--- src/rtl/nvdla_hwpe2dbb_burst.sv ---
// Burst bridge between an HWPE-style request/stream port and the DBB streamers.
// One burst at a time: latch the request, kick the streamer, pass beats through, close out.
module nvdla_hwpe2dbb_burst #(
  parameter int DATA_W = 64,
  parameter int ADDR_W = 32,
  parameter int LEN_W  = 8,
  parameter int ID_W   = 8
) (
  input  logic                clk_i,
  input  logic                rst_i,
  input  logic                req_valid_i,
  output logic                req_ready_o,
  input  logic                req_we_i,
  input  logic [ADDR_W-1:0]   req_addr_i,
  input  logic [LEN_W-1:0]    req_len_i,
  input  logic [ID_W-1:0]     req_id_i,
  input  logic                wdata_valid_i,
  output logic                wdata_ready_o,
  input  logic [DATA_W-1:0]   wdata_i,
  input  logic [DATA_W/8-1:0] wdata_strb_i,
  output logic                wrsp_valid_o,
  input  logic                wrsp_ready_i,
  output logic [ID_W-1:0]     wrsp_id_o,
  output logic                rdata_valid_o,
  input  logic                rdata_ready_i,
  output logic [DATA_W-1:0]   rdata_o,
  output logic [ID_W-1:0]     rdata_id_o,
  output logic                rdata_last_o,
  output logic                sink_req_start_o,
  input  logic                sink_ready_start_i,
  output logic                source_req_start_o,
  input  logic                source_ready_start_i,
  output logic [ADDR_W-1:0]   str_base_addr_o,
  output logic [LEN_W:0]      str_trans_size_o,
  output logic                dbb_o_valid_o,
  input  logic                dbb_o_ready_i,
  output logic [DATA_W-1:0]   dbb_o_data_o,
  output logic [DATA_W/8-1:0] dbb_o_strb_o,
  input  logic                dbb_i_valid_i,
  output logic                dbb_i_ready_o,
  input  logic [DATA_W-1:0]   dbb_i_data_i,
  output logic [2:0]          dbg_state_o
);

  typedef enum logic [2:0] {
    S_IDLE, S_WR_START, S_WR_DATA, S_WR_RSP, S_RD_START, S_RD_DATA, S_DRAIN
  } state_e;

  state_e              state_q;
  logic [ADDR_W-1:0]   addr_q;
  logic [LEN_W-1:0]    len_q;
  logic [ID_W-1:0]     id_q;
  logic [LEN_W:0]      size_q;
  logic [LEN_W-1:0]    cnt_q;
  logic [LEN_W-1:0]    cnt_d;

  logic in_wr_data, in_rd_data, last_beat;
  logic req_fire, wr_fire, rd_fire, rsp_fire;

  // Every channel is valid/ready: a beat transfers in a cycle where both are 1;
  // the producer holds valid and payload until that cycle.
  assign in_wr_data = (state_q == S_WR_DATA);
  assign in_rd_data = (state_q == S_RD_DATA);
  assign last_beat  = (cnt_q == len_q);
  assign cnt_d      = cnt_q + LEN_W'(1);

  assign req_ready_o = (state_q == S_IDLE) && !rst_i;
  assign req_fire    = req_ready_o && req_valid_i;

  assign sink_req_start_o   = (state_q == S_WR_START) && sink_ready_start_i;
  assign source_req_start_o = (state_q == S_RD_START) && source_ready_start_i;

  // Write beats flow straight through so a fully ready stream sees no bubbles.
  assign dbb_o_valid_o = in_wr_data && wdata_valid_i;
  assign wdata_ready_o = in_wr_data && dbb_o_ready_i;
  assign dbb_o_data_o  = in_wr_data ? wdata_i : '0;
  assign dbb_o_strb_o  = in_wr_data ? wdata_strb_i : '0;
  assign wr_fire       = dbb_o_valid_o && wdata_ready_o;

  // The response waits until the write streamer reports idle, i.e. data is committed.
  assign wrsp_valid_o = (state_q == S_WR_RSP) && sink_ready_start_i;
  assign wrsp_id_o    = (state_q == S_WR_RSP) ? id_q : '0;
  assign rsp_fire     = wrsp_valid_o && wrsp_ready_i;

  assign rdata_valid_o = in_rd_data && dbb_i_valid_i;
  assign dbb_i_ready_o = in_rd_data && rdata_ready_i;
  assign rdata_o       = in_rd_data ? dbb_i_data_i : '0;
  assign rdata_id_o    = in_rd_data ? id_q : '0;
  assign rdata_last_o  = in_rd_data && last_beat;
  assign rd_fire       = rdata_valid_o && dbb_i_ready_o;

  assign str_base_addr_o  = addr_q;
  assign str_trans_size_o = size_q;
  assign dbg_state_o      = state_q;

  always_ff @(posedge clk_i or posedge rst_i) begin
    if (rst_i) begin
      state_q <= S_IDLE;
      addr_q  <= '0;
      len_q   <= '0;
      id_q    <= '0;
      size_q  <= '0;
      cnt_q   <= '0;
    end else begin
      case (state_q)
        S_IDLE: begin
          if (req_fire) begin
            addr_q  <= req_addr_i;
            len_q   <= req_len_i;
            id_q    <= req_id_i;
            // Computed one bit wider so the maximum length does not wrap to zero.
            size_q  <= {1'b0, req_len_i} + (LEN_W+1)'(1);
            cnt_q   <= '0;
            state_q <= req_we_i ? S_WR_START : S_RD_START;
          end
        end
        S_WR_START: if (sink_ready_start_i) state_q <= S_WR_DATA;
        S_WR_DATA: begin
          if (wr_fire) begin
            cnt_q <= cnt_d;
            if (last_beat) state_q <= S_WR_RSP;
          end
        end
        S_WR_RSP:   if (rsp_fire) state_q <= S_IDLE;
        S_RD_START: if (source_ready_start_i) state_q <= S_RD_DATA;
        S_RD_DATA: begin
          if (rd_fire) begin
            cnt_q <= cnt_d;
            if (last_beat) state_q <= S_DRAIN;
          end
        end
        S_DRAIN:    if (source_ready_start_i) state_q <= S_IDLE;
        default:    state_q <= S_IDLE;
      endcase
    end
  end

endmodule

--- config.mk ---
export PLATFORM = sky130hd
export DESIGN_NAME = nvdla_hwpe2dbb_burst
export DESIGN_NICKNAME = d
export VERILOG_FILES = /design/src/rtl/nvdla_hwpe2dbb_burst.sv
export SDC_FILE = /design/constraint.sdc
export NUM_CORES = 1
export LEC_CHECK = 0
export ABC_AREA = 1
export BUFFER_PORTS_ARGS = -buffer_cell sky130_fd_sc_hd__buf_4
export CAP_MARGIN = 20
export CORE_AREA = 2 2 155 157
export CTS_CLUSTER_DIAMETER = 80
export DETAILED_ROUTE_END_ITERATION = 12
export DIE_AREA = 0 0 157 159
export SKIP_LAST_GASP = 1
export SLEW_MARGIN = 20
export SYNTH_ARGS = -nofsm -noshare
export SYNTH_HDL_FRONTEND = slang
export SYNTH_SLANG_ARGS = --single-unit
export TNS_END_PERCENT = 50
--- constraint.sdc ---
create_clock -name clk_i -period 5.03 [get_ports clk_i]
set_input_delay 0.7545 -clock clk_i [delete_from_list [all_inputs] [get_ports clk_i]]
set_output_delay 0.7545 -clock clk_i [all_outputs]
set_load 0.1 [all_outputs]
==> reports/results.ini <==
[outcome]
outcome=completed

[final_layout]
final_util_pct=34.28
syn_to_final_growth_pct=82.95
final_nets=1274
fin_cells=1403
fillers=2511
drive_above_1_share_pct=40.43

[floorplanning]
coreArea_sq_mm=0.02319
die_width_microns=157
ios=400
rows=56
die_y_microns=159
die-area_sq_mm=0.02496
start_util_pct=18.74

[yosys]
synth-compound-area-share_pct=5.096
synthDistinctLibCells=33
netlist_area_sq_mm=0.004345
yosys.area_share.adder_pct=0.5759
synth-simple-area-share_pct=34.78
synth_xor_area_share_pct=1.814
ys_warn_count=0
synth_top_area_cell=dfrtp_1
synthFlopType=dfrtp_1
synth_edf_count=0
syn-num-nets=890
syn_area_per_cell_sq_um=6.270
synth_seq_area_share_pct=39.16
synth_top_area_share_pct=39.16
synthMuxAreaShare_pct=0
syn_inst=693
async_reset_ff_share_pct=100.0
synthTopCellsByArea=dfrtp_1 39%, nand2_1 15%, inv_1 15%
synth_seq_cells=68
synth_top_family_by_area=simple AND/OR/NAND/NOR gates

[clocking]
cts_hold_buffers=0
cts.clk_slew.worst_paths_ps=60
cts_tree=yes
cts.sinks=68
htreeDepth=3
postCtsSetupBuffers=0
cts_buffers=9
clkLatencyLatePin_ps=330
cts_max_path_buffers=2
ctsResizeCount=0
cts-root-buf=clkbuf_16

[place]
place_hpwl_mm=17.73
globalplace.congestion=0.8242
dpl.cell_count=1385
io_buffers=399

[power_and_ir_drop]
finalPower_uw=5977
ir_drop_uv=515.2
power_per_cell_area_mw_per_mm2=751.8
leakage_uw=0.004889

[worst_setup_path]
timing.critical_path.fanout_max=78
crit_path_cell_trace=inv_2 > nand3_4 > nor2_1 > buf_4
crit_type=reg -> out
worst-path-buf-inv=2
cp.arrival_ps=2340
startpoint_type=register
crit_slowest_cell=nand3_4
required_ps=4280
max_stage_delay_ps=620
endpoint_kind=output port
cp_top_family=simple AND/OR/NAND/NOR gates

[timing]
slew_headroom_pct=38.23
hold_viol_final=0
period_share_pct=61.57
finalCriticalPeriod_ps=3097
hold_ws_ps=481.7
fmax_ghz=0.3229
setup_tns_ps=0
rsz0062_at_grt=false
worst_pin_slew_ps=926.5
slew_violations=0
setup_viol=0
clock_skew_ps=3.248

[grt]
grt_max_degree=79
antenna_found_initial=4
grt_first_pass_wirelength_mm=31.48
grt_pass1_vias=5409
gr-total-overflow=0
grt_use_total_pct=16.43

[detailed_routing]
dr_total_vias=5428
drt-total-wl_mm=21.27
drtIter0Drc=311
detail_route.drc_violations=0
wl_per_cell_microns=15.16
first_pass_iters=6
ant_nets=0
via_per_inst=3.869

[flow_run]
maxCapViolCount=0

[hold_path]
hold_class=reg -> reg

path summary, 6_finish.rpt:
| kind | end | slack, ps | cells after the start | start |
|---|---|---|---|---|
| setup / recovery | dbb_o_data_o[45] | 1930 | 4 | dbg_state_o[2]$_DFFE_PP0P_ |
| hold / removal | str_base_addr_o[3]$_DFFE_PP0P_ | 480 | 2 | str_base_addr_o[3]$_DFFE_PP0P_ |
| setup reg to reg | cnt_q[3]$_DFFE_PP0P_ | 2470 | 7 | dbg_state_o[2]$_DFFE_PP0P_ |
| hold reg to reg | str_base_addr_o[3]$_DFFE_PP0P_ | 480 | 2 | str_base_addr_o[3]$_DFFE_PP0P_ |
| max in group asynchronous | id_q[7]$_DFFE_PP0P_ | 3700 | 3 | rst_i |
| min in group asynchronous | dbg_state_o[1]$_DFFE_PP0P_ | 700 | 3 | rst_i |
state kept, by name, summed over array words and instances (netlist names):
register,count
str_base_addr_o,32
len_q,8
cnt_q,8
id_q,8
dbg_state_o,3
str_trans_size_o,9
cells in the mapped netlist (2+ instances only):
cell type	count
dfrtp_1	68
o21ai_0	25
inv_2	4
a21oi_1	2
nand2_1	173
clkbuf_1	6
ha_1	2
nand2_4	2
xor2_1	4
o21ai_1	4
nand3_1	10
o21ai_2	4
buf_2	19
nor3_1	4
xnor2_1	5
nand4_1	5
a21oi_2	2
inv_1	169
nor2_1	169
buf_6	2
nand3_4	2
cell families (layout without fill, tap and decap cells):
family	Yosys count	after routing
adders and majority gates	2	2
and+or+nand+nor	372	372
other	0	3
xor gates and xnor gates	9	9
DFF	68	68
AOI/OAI and AO/OA	39	39
buffers and inverters	203	591
worst min-delay path, cell delays in order (launching register included):
cell and delay, ps:
dfrtp_1 340, nand2_1 60, nand2_1 50
cells in the final DEF (no fill, tap or decap), types with 3 or more instances in the layout:
cell / synthesis / routed
clkbuf_8: 0 / 3
dfrtp_1: 68 / 68
nor2_1: 169 / 169
nand4_1: 5 / 5
nor3_1: 4 / 4
xnor2_1: 5 / 5
o21ai_1: 4 / 4
o21ai_0: 25 / 25
nand2_1: 173 / 173
diode_2: 0 / 3
buf_4: 1 / 401
inv_1: 169 / 168
o21ai_2: 4 / 4
clkbuf_16: 0 / 9
xor2_1: 4 / 4
inv_2: 4 / 5
nand3_1: 10 / 10
layer usage:
layer  global-route usage, %  vias to the layer above  wire (microns)
li1                        -                     2732               -
met1                   19.88                     2436            8703
met2                   27.55                      238           10210
met3                   4.736                       20            1900
met4                   6.005                        2             443
met5                       0                        -              14
where the power goes:
part	internal (uW)	switching (uW)
sequential	784	160
combinational	807	3520
clock	473	237
total	2060	3910
metrics by stage:
step	setup slack (ps)	instance area, sq um
global route	1740	7950
finish	1933	7950
floorplan	796.9	4345
global placement	2300	7607
CTS	1905	7943
detailed placement	2278	7607
cell type report:
cell class / count / area, sq um / area share [%]
multi-input cells: 422 / 1837 / 23.10
repair buffers: 401 / 3010 / 37.87
diodes: 3 / 7.507 / 0.09443
clock inverters: 3 / 68.82 / 0.8656
clock buffers: 12 / 266.5 / 3.352
flip-flops and latches: 68 / 1702 / 21.40
well taps: 319 / 399.1 / 5.020
inverters: 175 / 659.4 / 8.294
No activity file was read; power rests on OpenSTA's default activity.
